`src/rtl/inst_axi_responder.sv`:
```
// Instruction-fetch responder: turns fetch requests into single-beat AXI reads.
// Optional perf counters: define INST_AXI_RESPONDER_PERFCNT_EN.
module inst_axi_responder #(
    parameter int         DEPTH  = 2,
    parameter logic [3:0] AXI_ID = 4'd0
) (
    input  logic        clk,
    input  logic        resetn,
    input  logic        inst_req,
    input  logic        inst_cache,
    input  logic [31:0] inst_addr,
    output logic        inst_addr_ok,
    output logic        inst_data_ok,
    output logic [31:0] inst_rdata,
    output logic        inst_data_err,
    output logic [3:0]  arid,
    output logic [31:0] araddr,
    output logic [7:0]  arlen,
    output logic [2:0]  arsize,
    output logic [1:0]  arburst,
    output logic [3:0]  arcache,
    output logic        arvalid,
    input  logic        arready,
    input  logic [3:0]  rid,
    input  logic [31:0] rdata,
    input  logic [1:0]  rresp,
    input  logic        rlast,
    input  logic        rvalid,
`ifdef INST_AXI_RESPONDER_PERFCNT_EN
    output logic [31:0] perfcnt_inst_lat,
    output logic [31:0] perfcnt_inst_req,
`endif
    output logic        rready
);

    localparam int            CW      = $clog2(DEPTH + 1);
    localparam logic [CW-1:0] CNT_MAX = CW'(DEPTH);
    localparam logic [CW-1:0] CNT_ONE = CW'(1);

    localparam logic AR_IDLE = 1'b0;
    localparam logic AR_BUSY = 1'b1;

    logic          ar_state_q, ar_state_d;
    logic [31:0]   araddr_q, araddr_d;
    logic [3:0]    arcache_q, arcache_d;
    logic [CW-1:0] cnt_q, cnt_d;
    logic          dok_q, dok_d;
    logic          derr_q, derr_d;
    logic [31:0]   drd_q, drd_d;

    logic accept;
    logic r_take;
    logic unused_rresp0;

    assign unused_rresp0 = rresp[0];

    // Constant AR attributes; data return never stalls.
    assign arid    = AXI_ID;
    assign arlen   = 8'd0;
    assign arsize  = 3'd2;
    assign arburst = 2'b01;
    assign rready  = 1'b1;

    assign arvalid       = (ar_state_q == AR_BUSY);
    assign araddr        = araddr_q;
    assign arcache       = arcache_q;
    assign inst_data_ok  = dok_q;
    assign inst_data_err = derr_q;
    assign inst_rdata    = drd_q;

    // Accept only from registered state so arready/rvalid never reach addr_ok.
    assign accept       = inst_req && !arvalid && (cnt_q < CNT_MAX);
    assign inst_addr_ok = accept;

    // R beats with nothing outstanding are stale and get dropped.
    assign r_take = rvalid && rready && (cnt_q != '0);

    // AR channel FSM: latch the request, hold it until the handshake.
    always_comb begin
        ar_state_d = ar_state_q;
        araddr_d   = araddr_q;
        arcache_d  = arcache_q;
        case (ar_state_q)
            AR_IDLE: begin
                if (accept) begin
                    ar_state_d = AR_BUSY;
                    araddr_d   = inst_addr;
                    arcache_d  = inst_cache ? 4'b1111 : 4'b0000;
                end
            end
            AR_BUSY: begin
                if (arready) begin
                    ar_state_d = AR_IDLE;
                end
            end
            default: ar_state_d = AR_IDLE;
        endcase
    end

    // Outstanding-read counter; simultaneous accept and return cancel out.
    always_comb begin
        cnt_d = cnt_q;
        case ({accept, r_take})
            2'b10:   cnt_d = cnt_q + CNT_ONE;
            2'b01:   cnt_d = cnt_q - CNT_ONE;
            default: cnt_d = cnt_q;
        endcase
    end

    // Registered return path; rdata holds when nothing returns.
    always_comb begin
        dok_d  = r_take;
        derr_d = r_take && (rresp[1] || (rid != AXI_ID) || !rlast);
        drd_d  = r_take ? rdata : drd_q;
    end

    // State registers with synchronous active-low reset.
    always_ff @(posedge clk) begin
        if (!resetn) begin
            ar_state_q <= AR_IDLE;
            araddr_q   <= '0;
            arcache_q  <= '0;
            cnt_q      <= '0;
            dok_q      <= 1'b0;
            derr_q     <= 1'b0;
            drd_q      <= '0;
        end else begin
            ar_state_q <= ar_state_d;
            araddr_q   <= araddr_d;
            arcache_q  <= arcache_d;
            cnt_q      <= cnt_d;
            dok_q      <= dok_d;
            derr_q     <= derr_d;
            drd_q      <= drd_d;
        end
    end

`ifdef INST_AXI_RESPONDER_PERFCNT_EN
    logic [31:0] lat_q;
    logic [31:0] req_q;

    assign perfcnt_inst_lat = lat_q;
    assign perfcnt_inst_req = req_q;

    // Busy-cycle counter saturates; accept counter wraps.
    always_ff @(posedge clk) begin
        if (!resetn) begin
            lat_q <= '0;
            req_q <= '0;
        end else begin
            if ((cnt_q != '0) && (lat_q != 32'hFFFF_FFFF)) begin
                lat_q <= lat_q + 32'd1;
            end
            if (accept) begin
                req_q <= req_q + 32'd1;
            end
        end
    end
`endif

endmodule
```
`config.mk`:
```
export PLATFORM = sky130hd
export DESIGN_NAME = inst_axi_responder
export DESIGN_NICKNAME = d
export VERILOG_FILES = /design/src/rtl/inst_axi_responder.sv
export SDC_FILE = /design/constraint.sdc
export NUM_CORES = 1
export LEC_CHECK = 0
export CORE_AREA = 2 2 67 117
export DETAILED_ROUTE_END_ITERATION = 12
export DIE_AREA = 0 0 69 119
export GPL_TIMING_DRIVEN = 0
export PLACE_DENSITY = 0.83
export SYNTH_ARGS = -nofsm -noshare
export SYNTH_HDL_FRONTEND = slang
export SYNTH_SLANG_ARGS = --single-unit
```
`constraint.sdc`:
```
create_clock -name clk -period 4.4 [get_ports clk]
set_input_delay 0.44 -clock clk [delete_from_list [all_inputs] [get_ports clk]]
set_output_delay 0.44 -clock clk [all_outputs]
set_load 0.02 [all_outputs]
```
* Word level (Yosys, flattened, before mapping)
Cells that the tools add are included. W data, S select, Z words.
Word-level totals: bits in registers 73, bits of input ports 77, output and inout port bits 90, logic and storage cells 30
Cells by class: $add $sub $neg 2, order comparisons 1, equality and inequality tests 2, mux-type cells 5, bitwise operators 1, reduce and logical (&&, ||, !) cells 12
Operators by type and width (number):
- $logic_and A1 B1 Y1 | 4
- $mux W4 | 1
- $pmux W2 S2 | 1
- $reduce_bool A2 Y1 | 2
- $reduce_bool A4 Y1 | 1
- $add A2 B1 Y2 const B | 1
- $eq A2 B1 Y1 const B | 1
- $eq A2 B2 Y1 const B | 1
- $logic_not A1 Y1 | 2
- $logic_or A1 B1 Y1 | 2
- $lt A2 B2 Y1 const B | 1
- $mux W1 | 2
- $pmux W1 S2 | 1
- $reduce_and A2 Y1 | 1
- $sub A2 B1 Y2 const B | 1
- $not A1 Y1 | 1

* Logic depth before layout (Yosys ltp)
depth in word-level cells 5, gate-level depth with buffers 8, mapped depth without buffers 6

* Worst setup path after synthesis
OpenSTA, ideal clock, no wires.
kind in2reg, from in inst_req, to reg cnt_q[1], library setup time 0.076 ns, arrival 1.784 ns, required time 4.324 ns, path slack 2.541 ns, cell stages on the path 7, path buffers 2, cells stage by stage nor3b_2 -> buf_6 -> buf_12 -> inv_1 -> ha_1 -> or3_1 -> a21boi_0
Between the ends: word-level cells in the longest chain between the ends 4, elaborated cells on any way between the ends 6, classes of those cells eq/ne: 2; mux: 1; reduce/logical: 3
RTL lines:
- from (decl) | RTL line 9 | input logic inst_req,
- $logic_and A1 B1 Y1 (*) (2 in series) | RTL line 72 | assign accept = inst_req && !arvalid && (cnt_q < CNT_MAX);
- net inst_addr_ok | RTL line 12 | output logic inst_addr_ok,
- $eq A2 B1 Y1 / $eq A2 B2 Y1 (equally long branches) | RTL line 103 | case ({accept, r_take})
- $pmux W2 S2 / $reduce_bool A2 Y1 (equally long branches)
- to (signal assigned) | RTL line 131 | cnt_q <= cnt_d;
- to (decl) | RTL line 46 | logic [CW-1:0] cnt_q, cnt_d;
The timed path passes the listed nets; every way through them passes the cells marked *. A chain may end at the register's enable or synchronous reset.

* Final worst setup path
from in inst_req, to out inst_addr_ok
Between the ends: word-level cells in the longest chain between the ends 2
RTL lines (RTL line):
- $logic_and A1 B1 Y1 (2 in series) | 72
- to (decl) | 12
No other way between the ends.

==> results.yml <==
run_status:
  outcome: "finished clean"
logic_synthesis:
  synth_cells: 288
  yosys_warnings: 0
  synth_area_um2: 2830
  synth.distinct_cells: 24
  synth_top_area_share_pct: 49.4
  ys_seq_elements: 70
  avgSynthCellArea_um2: 9.84
  yosysSeqAreaShare_pct: 49.4
  synth.area.top_cells: "dfxtp_1, mux2i_1, nand2_1"
  synth_area_leader_cell: "dfxtp_1"
run:
  cap_violations: 0
min_path:
  min_from: "inst_rdata[26]$_SDFFE_PN0P_"
  hold_end: "inst_rdata[26]$_SDFFE_PN0P_"
  hold_depth: 2
  hold_path_class: "flip-flop to flip-flop"
final_layout:
  final_cell_area_um2: 4700
  nFillCells: 622
  drive_gt1_share_pct: 9.33
  stdcell_count: 549
  layout_commonest_cell: "clkdlybuf4s50_1"
  antenna_cells: 0
  seqCellArea_um2: 1400
  fin_util_pct: 63.9
  fin_nets: 539
  multi_input_area_um2: 1200
  syn_to_final_growth_pct: 65.8
  final_cell_mix: "clkdlybuf4s50_1, dfxtp_1, nand2_1"
floorplan:
  num_rows: 42
  die_y_um: 119
  floorplan.die_area_um2: 8210
  coreArea_um2: 7360
  fp.dieW_um: 69
  ioPinCount: 167
  initial_utilization_pct: 38.5
global_route:
  antenna_found_initial: 0
  grt_max_degree: 11
  grt_pass1_wl_um: 11600
  grtUsageTotal_pct: 17.7
  grt_pass1_vias: 2440
  overflow: 0
timing:
  tns_ps: 0
  clock_skew_ps: 5.18
  timing.final.crit_share_pct: 56.2
  finalSetupViolCount: 0
  maxSlewViolCount: 0
  layout_min_cycle_time_ps: 2470
  max_freq_mhz: 405
  rsz0062_at_grt: "false"
  hold_viol: 0
placed_design:
  portBuffers: 146
  place_area_um2: 4470
  gp_routability_congestion: 0.696
  dp_hpwl_um: 5640
  place_inst: 538
worst_setup_path:
  reg2reg_slack_ps: 2510
  r2r_end: "cnt_q[1]$_SDFFE_PN0P_"
  reg2reg_depth: 7
  worst_ep_arrival_time_ps: 2030
  startpoint_type: "input pin"
  cp.required_ps: 3960
  timing.rr.start: "cnt_q[1]$_SDFFE_PN0P_"
  crit_path_end_kind: "output port"
  cp_max_fo: 10
  critical_path_class: "input pin to output port"
clock_network:
  cts_max_level: 3
  root_buffer: "clkbuf_16"
  cts_setup_buffers: 0
  path_clk_slew_ps: 50
  hold_buffers: 0
  ctsResizeCount: 0
  cts-buffers-inserted: 9
  clock_latency_ps: 320
  cts.path.max_buffers: 2
  cts_tree: "built"
  clock-sinks: 70
pwr:
  seqPwrFrac_pct: 36.0
  p_per_area_nw_per_um2: 477
  ir_drop_v: 0.000302
  internal_power_w: 0.00154
  switching_share_pct: 31.3
  power_frac_comb_pct: 37.7
  power_leakage_nw: 1.83
  power.switching_w: 0.000702
  p_clk_share_pct: 26.3
detailed_routing:
  drc: 0
  drt-total-wl_um: 7140
  drtPass1Iterations: 4
  wl_per_cell_um: 13.0
  num_vias: 2447
  drt_iter0_drc: 62
  antenna_left: 0
  viasPerCell: 4.46
power by group through the flow:
stage / Combinational [W] / Sequential, W / Clock (W)
final: 0.000847 / 0.000807 / 0.000589
after global routing: 0.000913 / 0.000821 / 0.000630
after CTS: 0.000860 / 0.000809 / 0.000607
after detailed placement: 0.000856 / 0.000820 / 0
after global placement: 0.000840 / 0.000812 / 0
after floorplan: 0.000375 / 0.000940 / 0
per-stage QoR:
step	power, W	hold WS, ps	setup slack [ps]
after detailed placement	0.00168	448	1920
after CTS	0.00228	455	1910
after global placement	0.00165	440	1940
final	0.00224	451	1930
after global routing	0.00236	475	1880
after floorplan	0.00132	499	2540
synth_stat cells:
master    number
dfxtp_1       70
ha_1           1
buf_6          1
mux2i_1       33
and2_1         2
a21boi_0      23
conb_1         2
a21boi_1      10
buf_2          6
clkbuf_1       7
o21ai_2        1
inv_1          1
o21a_1         1
nand2_1       64
buf_4         21
nor3b_2        1
o31a_1         1
buf_12         3
nor2b_1       34
or3_1          1
o21ai_0        1
inv_2          1
xnor2_1        2
or4b_1         1
how the worst max path moves through the flow:
stage	from	slack (ps)	end
floorplan	inst_req	2540	cnt_q[1]$_SDFFE_PN0P_
global placement	inst_req	1940	inst_addr_ok
detailed placement	inst_req	1920	inst_addr_ok
CTS	inst_req	1910	inst_addr_ok
global route	inst_req	1880	inst_addr_ok
finish	inst_req	1930	inst_addr_ok
final cells by class:
type / count / area share, %
tap: 88 / 2.34
sequential: 70 / 29.8
multi-input combinational: 194 / 25.5
clock buffer: 11 / 4.95
inverter: 2 / 0.160
buffer: 38 / 6.07
timing repair buffer: 146 / 31.1
per-layer routing:
metal,vias up,GRT usage (%),routed length (um)
li1,1228,-,-
met1,1105,17.5,2570
met2,99,32.3,3880
met3,15,5.58,485
met4,0,9.07,206
met5,-,0,0
cells by family (layout without fill, tap and decap cells):
kind of cell             Yosys count  count (layout)  synth area share (%)
multiplexers                      33              33                  11.7
buffers and inverters             40             197                  10.3
flip-flops                        70              70                  49.4
XOR/XNOR                           2               2                 0.618
adder cells (fa/ha/maj)            1               1                 0.441
other                              2              18                 0.265
AND/OR/NAND/NOR                  103             103                  17.4
AO/OA/AOI/OAI                     37              37                  9.80
flip-flops by register name, indices dropped and copies added (netlist names):
register / flops
arcache: 1
inst_rdata: 32
inst_data_ok: 1
araddr: 32
cnt_q: 2
inst_data_err: 1
arvalid: 1
worst max-delay path, cell delays in order:
cell and delay, ps:
clkdlybuf4s50_1 450, nor3b_2 170, buf_6 210, buf_12 160, clkdlybuf4s50_1 600
Power figures use the tool's default switching activity.
